**src/rtl/counter_ud_param_if.sv**
```systemverilog
// rtl/counter_ud_param_if.sv - control/status bundle for counter_ud_param
// master drives the controls and observes the count; slave is the counter.
interface counter_ud_param_if #(
   parameter int WIDTH = 4
);
   logic             en;
   logic             clr;
   logic             load_en;
   logic [WIDTH-1:0] load;
   logic             down;
   logic [WIDTH-1:0] count;
   logic             rollover;
   logic             at_zero;
   logic             at_max;

   modport master (
      output en, clr, load_en, load, down,
      input  count, rollover, at_zero, at_max
   );

   modport slave (
      input  en, clr, load_en, load, down,
      output count, rollover, at_zero, at_max
   );
endinterface

```
**src/rtl/counter_ud_param.sv**
```systemverilog
// rtl/counter_ud_param.sv - parametrised up/down counter with modulus, step, wrap/saturate
// Priority clr > load_en > en; rollover is a registered pulse on boundary events.
module counter_ud_param #(
   parameter int WIDTH   = 4,
   parameter int MAX_VAL = 15,
   parameter int STEP    = 1,
   parameter int MODE    = 0,
   parameter int RST_VAL = 0
) (
   input  logic clk,
   input  logic rstn,
   counter_ud_param_if.slave bus
);

   if (WIDTH < 2) begin : g_bad_width
      $error("counter_ud_param: WIDTH must be >= 2");
   end
   if (MAX_VAL < 1 || MAX_VAL > (2**WIDTH) - 1) begin : g_bad_max
      $error("counter_ud_param: MAX_VAL must be in 1..2**WIDTH-1");
   end
   if (STEP < 1 || STEP > MAX_VAL) begin : g_bad_step
      $error("counter_ud_param: STEP must be in 1..MAX_VAL");
   end
   if (MODE != 0 && MODE != 1) begin : g_bad_mode
      $error("counter_ud_param: MODE must be 0 (wrap) or 1 (saturate)");
   end
   if (RST_VAL < 0 || RST_VAL > MAX_VAL) begin : g_bad_rst
      $error("counter_ud_param: RST_VAL must be in 0..MAX_VAL");
   end

   // Boundary tests need the carry bit; the wrapped results are exact modulo 2**WIDTH.
   localparam logic [WIDTH:0]   MAX_EXT  = (WIDTH+1)'(MAX_VAL);
   localparam logic [WIDTH:0]   STEP_EXT = (WIDTH+1)'(STEP);
   localparam logic [WIDTH-1:0] MAX_W    = WIDTH'(MAX_VAL);
   localparam logic [WIDTH-1:0] STEP_W   = WIDTH'(STEP);
   localparam logic [WIDTH-1:0] MOD_W    = WIDTH'(MAX_VAL + 1);
   localparam logic [WIDTH-1:0] RST_W    = WIDTH'(RST_VAL);

   logic [WIDTH-1:0] count_q, count_d;
   logic             roll_q, roll_d;
   logic [WIDTH:0]   cnt_ext;
   logic [WIDTH:0]   up_sum;
   logic [WIDTH:0]   load_ext;
   logic             up_over;
   logic             dn_under;

   always_comb begin
      cnt_ext  = {1'b0, count_q};
      up_sum   = cnt_ext + STEP_EXT;
      load_ext = {1'b0, bus.load};
      up_over  = (up_sum > MAX_EXT);
      dn_under = (cnt_ext < STEP_EXT);
   end

   always_comb begin
      count_d = count_q;
      roll_d  = 1'b0;
      if (bus.clr) begin
         count_d = RST_W;
      end else if (bus.load_en) begin
         count_d = (load_ext > MAX_EXT) ? MAX_W : bus.load;
      end else if (bus.en) begin
         if (!bus.down) begin
            if (up_over) begin
               roll_d  = 1'b1;
               count_d = (MODE == 1) ? MAX_W : (count_q + STEP_W - MOD_W);
            end else begin
               count_d = count_q + STEP_W;
            end
         end else begin
            if (dn_under) begin
               roll_d  = 1'b1;
               count_d = (MODE == 1) ? '0 : (count_q + MOD_W - STEP_W);
            end else begin
               count_d = count_q - STEP_W;
            end
         end
      end
   end

   always_ff @(posedge clk or negedge rstn) begin
      if (!rstn) begin
         count_q <= RST_W;
         roll_q  <= 1'b0;
      end else begin
         count_q <= count_d;
         roll_q  <= roll_d;
      end
   end

   assign bus.count    = count_q;
   assign bus.rollover = roll_q;
   assign bus.at_zero  = (count_q == '0);
   assign bus.at_max   = (count_q == MAX_W);

endmodule
```
**src/flat_wrapper.sv**
```systemverilog
// flat-port wrapper written by rule: the top's interface ports become plain ports
module counter_ud_param_flat 
#(
   parameter int WIDTH   = 4,
   parameter int MAX_VAL = 15,
   parameter int STEP    = 1,
   parameter int MODE    = 0,
   parameter int RST_VAL = 0
)
  (clk, rstn, bus_en, bus_clr, bus_load_en, bus_load, bus_down, bus_count, bus_rollover, bus_at_zero, bus_at_max);
  counter_ud_param_if #(.WIDTH(WIDTH)) bus_i ();
  input  logic clk;
  input  logic rstn;
  input wire logic [$bits(bus_i.en)-1:0] bus_en;
  input wire logic [$bits(bus_i.clr)-1:0] bus_clr;
  input wire logic [$bits(bus_i.load_en)-1:0] bus_load_en;
  input wire logic [$bits(bus_i.load)-1:0] bus_load;
  input wire logic [$bits(bus_i.down)-1:0] bus_down;
  output wire logic [$bits(bus_i.count)-1:0] bus_count;
  output wire logic [$bits(bus_i.rollover)-1:0] bus_rollover;
  output wire logic [$bits(bus_i.at_zero)-1:0] bus_at_zero;
  output wire logic [$bits(bus_i.at_max)-1:0] bus_at_max;
  assign bus_i.en = bus_en;
  assign bus_i.clr = bus_clr;
  assign bus_i.load_en = bus_load_en;
  assign bus_i.load = bus_load;
  assign bus_i.down = bus_down;
  assign bus_count = bus_i.count;
  assign bus_rollover = bus_i.rollover;
  assign bus_at_zero = bus_i.at_zero;
  assign bus_at_max = bus_i.at_max;
  counter_ud_param #(.WIDTH(WIDTH), .MAX_VAL(MAX_VAL), .STEP(STEP), .MODE(MODE), .RST_VAL(RST_VAL)) u_core (.clk(clk), .rstn(rstn), .bus(bus_i));
endmodule
```
**config.mk**
```make
export PLATFORM = sky130hd
export DESIGN_NAME = counter_ud_param_flat
export DESIGN_NICKNAME = d
export VERILOG_FILES = /design/src/rtl/counter_ud_param_if.sv /design/src/rtl/counter_ud_param.sv /design/src/flat_wrapper.sv
export SDC_FILE = /design/constraint.sdc
export NUM_CORES = 1
export LEC_CHECK = 0
export ABC_CLOCK_PERIOD_IN_PS = 1900
export BUFFER_PORTS_ARGS = -buffer_cell sky130_fd_sc_hd__buf_2
export CORE_UTILIZATION = 35
export CTS_BUF_LIST = sky130_fd_sc_hd__clkbuf_8 sky130_fd_sc_hd__clkbuf_16
export CTS_CLUSTER_DIAMETER = 60
export DETAILED_ROUTE_END_ITERATION = 6
export PLACE_DENSITY = 0.66
export SLEW_MARGIN = 10
export SYNTH_ARGS = -nofsm -noshare
export SYNTH_HDL_FRONTEND = slang
export SYNTH_SLANG_ARGS = --single-unit
```
**constraint.sdc**
```tcl
create_clock -name clk -period 1.9 [get_ports clk]
set_input_delay 0.095 -clock clk [delete_from_list [all_inputs] [get_ports clk]]
set_output_delay 0.095 -clock clk [all_outputs]
set_load 0.02 [all_outputs]
```
Yosys cells after proc, flatten, opt, wreduce, memory -nomap -nowiden

Index checks and enable logic that the tools add are counted.

Input port bits: 10
Word-level logic and storage cells: 22
Output and inout port bits: 7
Register bits: 5

Equality and inequality tests: 1
$add $sub $neg: 3
Reduce and logical (&&, ||, !) cells: 2
Mux-type cells: 11
$lt $le $gt $ge: 3

Operator list:

| cell                                                                             | count |
|---|---|
| 4-bit 2-to-1 mux                                                                 | 5 |
| 1-bit 2-to-1 mux                                                                 | 6 |
| 4-bit by 1-bit adder with 5-bit output (second input constant)                   | 1 |
| 5-bit by 4-bit greater-than comparator with 1-bit output (second input constant) | 1 |
| 4-bit by 1-bit adder with 4-bit output (second input constant)                   | 1 |
| 4-bit equality test (second input constant)                                      | 1 |
| 4-bit greater-than comparator (second input constant)                            | 1 |
| 4-bit logical NOT                                                                | 1 |
| 4-bit by 1-bit < comparator with 1-bit output (second input constant)            | 1 |
| 4-bit by 1-bit subtractor with 4-bit output (second input constant)              | 1 |
| 3-bit nonzero test                                                               | 1 |

Longest topological paths before layout

Word-level depth: 7
Gate-level depth with buffers: 5
Depth with buffers taken out: 5

Worst setup path after synthesis

No wires, ideal clock.

Path type: reg2reg
Start point: register u_core.count_q[0] (netlist: u_core.bus.count[0])
End point: register u_core.roll_q (netlist: u_core.bus.rollover)
Library setup time: 0.083 ns
Cell stages (with the launch flop): 6
Path buffers: 0
Clock period less this slack: 1.753 ns
Required time: 1.817 ns
Slack: 0.147 ns
Arrival time: 1.670 ns
Cell sequence: dfrtp_1 -> inv_1 -> ha_1 -> nor3b_1 -> mux2i_1 -> o22ai_1

Word-level cells in the longest chain between the ends: 7
Elaborated cells between the ends (all ways): 9
Classes of those cells: add/sub (1); order compare (2); mux (6)

Ends and longest elaborated chain:

| what                                                     | line                   | source |
|---|---|---|
| start, declared                                          | counter_ud_param.sv:39 | `logic [WIDTH-1:0] count_q, count_d;` |
| start signal, assigned                                   | counter_ud_param.sv:86 | `count_q <= count_d;` |
| 4-bit by 1-bit adder with 5-bit output                   | counter_ud_param.sv:49 | `up_sum = cnt_ext + STEP_EXT;` |
| 5-bit by 4-bit greater-than comparator with 1-bit output | counter_ud_param.sv:51 | `up_over = (up_sum > MAX_EXT);` |
| 1-bit 2-to-1 mux                                         | counter_ud_param.sv:64 | `if (up_over) begin` |
| 1-bit 2-to-1 mux (*)                                     | counter_ud_param.sv:63 | `if (!bus.down) begin` |
| 1-bit 2-to-1 mux (*)                                     | counter_ud_param.sv:62 | `end else if (bus.en) begin` |
| 1-bit 2-to-1 mux (*)                                     | counter_ud_param.sv:60 | `end else if (bus.load_en) begin` |
| 1-bit 2-to-1 mux (*)                                     | counter_ud_param.sv:58 | `if (bus.clr) begin` |
| net u_core.roll_d                                        | counter_ud_param.sv:40 | `logic roll_q, roll_d;` |
| end signal, assigned                                     | counter_ud_param.sv:87 | `roll_q <= roll_d;` |
| end, declared                                            | counter_ud_param.sv:40 |  |

Mark *: on every way through the listed nets, which the timed path passes. The rest lies on a longest branch.
A chain may end at the register's enable or synchronous reset.

Final worst setup path

Start point: register u_core.count_q[0] (netlist: u_core.bus.count[0])
End point: register u_core.count_q[2] (netlist: u_core.bus.count[2])

Word-level cells in the longest chain between the ends: 5
Elaborated cells between the ends (all ways): 6
Classes of those cells: add/sub (2); mux (4)

Ends and longest elaborated chain:

| what                                                                                                         | line |
|---|---|
| 4-bit by 1-bit adder with 4-bit output / 4-bit by 1-bit subtractor with 4-bit output (equally long branches) | -- |
| 4-bit 2-to-1 mux (*)                                                                                         | counter_ud_param.sv:63 |
| 4-bit 2-to-1 mux (*)                                                                                         | counter_ud_param.sv:62 |
| 4-bit 2-to-1 mux (*)                                                                                         | counter_ud_param.sv:60 |
| 4-bit 2-to-1 mux (*)                                                                                         | counter_ud_param.sv:58 |

Every way passes the cells marked *; elsewhere a longest branch is shown, timed or not. The select of a mux whose other input is x is not followed.

==> results_dict.tcl <==
set metrics [dict create \
    yosysSeqAreaShare_pct 26.67 \
    avgSynthCellArea_um2 9.983 \
    worstPathMaxFanout 8 \
    ys_top_cells_by_count "dfrtp_1 (5), inv_1 (4), ha_1 (3), nor2_1 (3), xor2_1 (3)" \
    syn_inst 47 \
    die_y_um 38.62 \
    gp_congestion 0.7187 \
    drc_errors 0 \
    arrival_ns 1.79 \
    finClkSkew_ns 0.0005104 \
    fin_cells 79 \
    clkLatencyLatePin_ns 0.23 \
    grt_remaining_overflow 0 \
    cts_tree "done" \
    relSlewSlack_pct 78.90 \
    timing.final.crit_period_ns 1.685 \
    clk_path_buf_depth 2 \
    yosysMostFrequentCell "dfrtp_1" \
    htreeDepth 1 \
    grt_max_degree 11 \
    post_synth_instance_area_um2 469.2 \
    tns_ns 0 \
    status "completed" \
    synth-seq-cells 5 \
    fin_total_pwr_w 0.0004391 \
    core-area_um2 1171 \
    p_per_area_nw_per_um2 734.1 \
    placementRows 12 \
    ioPinCount 17 \
    fill_cells 109 \
    dp.cells 74 \
    drt-total-wl_um 1065 \
    path_clk_slew_ns 0.04 \
    drt-wirelength-per-cell_um 13.48 \
    synth-edff-count 0 \
    peakVddDrop_v 0.0004197 \
    worstReg2RegEnd "u_core.bus.count[2]" \
    seq_area_um2 125.1 \
    fin_nets 79 \
    drv_slew 0 \
    synthArstFlopShare_pct 100.0 \
    r2r-start "u_core.bus.count[0]" \
    synth-main-ff-cell "dfrtp_1" \
    die_x_um 38.62 \
    grt_pass1_vias 385 \
    holdCritPathClass "in -> reg" \
    postCtsSetupRepairBufs 0 \
    numCtsBuffers 3 \
    worstMarginPinSlew_ns 0.3121 \
    end_kind "register" \
    cts-root-buf "clkbuf_8" \
    vias 419 \
    fmax_ghz 0.5935 \
    rsz0062_at_grt "false" \
    setup_viol 0 \
    hold_start "bus_load[1]" \
    ant_nets 0 \
    start_util_pct 40.06 \
    crit_type "reg -> reg" \
    synth.net_count 60 \
    r2r_cells 5 \
    antenna_cells 0 \
    drive_above_1_share_pct 40.00 \
    clkSinkCount 5 \
    die-area_um2 1491 \
    synth_top_area_share_pct 26.67 \
    required_ns 2.00 \
    drt_first_iter_violations 0 \
    synthTopCellsByArea "dfrtp_1 (27%), ha_1 (8.0%), a2111oi_4 (5.9%)" \
    holdPathEnd "u_core.bus.count[1]" \
    startpoint_type "register" \
    io_buffer_count 16 \
    track_usage_pct 16.85 \
    multi_input_area_um2 305.3 \
    dpl.hpwl_um 829.7 \
    holdPathStages 3 \
    via_per_inst 5.304 \
    drv_cap 0 \
    hold_violations 0 \
    yosys.area.top_type "dfrtp_1" \
    yosys_warnings 0 \
    r2r_setup_slack_ns 0.22 \
    area_growth_pct 27.47 \
    grt_pass1_wl_um 1642 \
    leakage_nw 0.2946 \
    finalCritPeriodShare_pct 88.67 \
    dr.pass1.iters 1 \
    antenna_found_initial 0 \
    synth.distinct_cells 29 \
]
[flip-flops by register name (all words and copies together), names as in the netlist]
name and count:
u_core.bus.count 4, u_core.bus.rollover 1
[layout by cell type (no fill, tap or decap), drive strengths merged]
master | Yosys | final
nor3 | 1 | 1
a21oi | 2 | 2
dfrtp | 5 | 5
o22ai | 1 | 1
nor4b | 2 | 2
inv | 4 | 5
dlygate4sd3 | 0 | 1
a31oi | 1 | 1
nor3b | 1 | 1
nor2 | 3 | 3
buf | 3 | 16
nand4b | 1 | 1
nand3 | 1 | 1
mux2 | 1 | 1
nand3b | 1 | 1
or4b | 2 | 2
a2111oi | 1 | 1
nand2 | 2 | 2
and3 | 2 | 2
nand4 | 2 | 2
mux2i | 2 | 2
ha | 3 | 3
xnor2 | 1 | 1
a211o | 1 | 1
xor2 | 3 | 3
clkbuf | 0 | 3
a311o | 1 | 1
[worst max-delay path by stage]
| stage | cells after the start | slack, ns | end | start |
|---|---|---|---|---|
| floorplan | 5 | 0.15 | u_core.bus.rollover | u_core.bus.count[0] |
| global placement | 5 | 0.31 | u_core.bus.count[2] | u_core.bus.count[0] |
| detailed placement | 5 | 0.23 | u_core.bus.count[2] | u_core.bus.count[0] |
| CTS | 5 | 0.22 | u_core.bus.count[2] | u_core.bus.count[0] |
| global route | 5 | 0.15 | u_core.bus.count[2] | u_core.bus.count[0] |
| finish | 5 | 0.22 | u_core.bus.count[2] | u_core.bus.count[0] |
[stage by stage]
stage | worst slack, ns | area, um2 | hold slack (ns) | util [%]
after global routing | 0.1506 | 598.1 | 0.1389 | 51.07
after CTS | 0.2212 | 598.1 | 0.1157 | 51.07
after global placement | 0.3072 | 543.0 | -0.08354 | 46.37
final | 0.2152 | 598.1 | 0.1101 | 51.07
after floorplan | 0.1468 | 469.2 | -0.2006 | -
after detailed placement | 0.2276 | 543.0 | -0.07915 | 46.37
[logic make-up (layout without fill, tap and decap cells)]
group / count (synthesis) / count (layout) / share of synthesized area [%]
AO/OA/AOI/OAI: 7 / 7 / 15.74
XOR/XNOR: 4 / 4 / 7.468
adder cells (fa/ha/maj): 3 / 3 / 8.001
buffers and inverters: 7 / 25 / 8.265
flip-flops: 5 / 5 / 26.67
multiplexers: 3 / 3 / 7.466
AND/OR/NAND/NOR: 18 / 18 / 26.40
[per-layer routing]
layer / routed length, um / vias up / global-route usage [%]
met1: 484 / 193 / 19.15
met2: 512 / 16 / 28.33
met5: 0 / - / 0
met4: 16 / 0 / 5.172
li1: - / 208 / -
met3: 52 / 2 / 6.936
[power by group]
part | internal [W] | leakage, nW | switching [W] | total [W]
logic | 0.0000492 | 0.202 | 0.0000592 | 0.000108
clock network | 0.000139 | 0.0269 | 0.0000612 | 0.000200
registers | 0.000115 | 0.0661 | 0.0000157 | 0.000130
total | 0.000303 | 0.295 | 0.000136 | 0.000439
[what timing repair did]
item,4_1_cts,5_1_grt
hold buffers,1,0
gates resized for setup,0,0
hold endpoints to repair,5,0
[area by class of cell]
| cell class | count | area share, % |
|---|---|---|
| inverter | 4 | 2.510 |
| multi-input combinational | 35 | 51.05 |
| sequential | 5 | 20.92 |
| clock buffer | 3 | 6.904 |
| tap | 14 | 2.929 |
| timing repair buffer | 17 | 15.06 |
| clock inverter | 1 | 0.6276 |
[critical path, stage by stage (launching register included)]
cell     delay [ns]
dfrtp_1        0.47
inv_1          0.11
ha_1           0.22
mux2_4         0.28
and3_1         0.17
a311o_2        0.31
No activity file was read; power rests on OpenSTA's default activity.
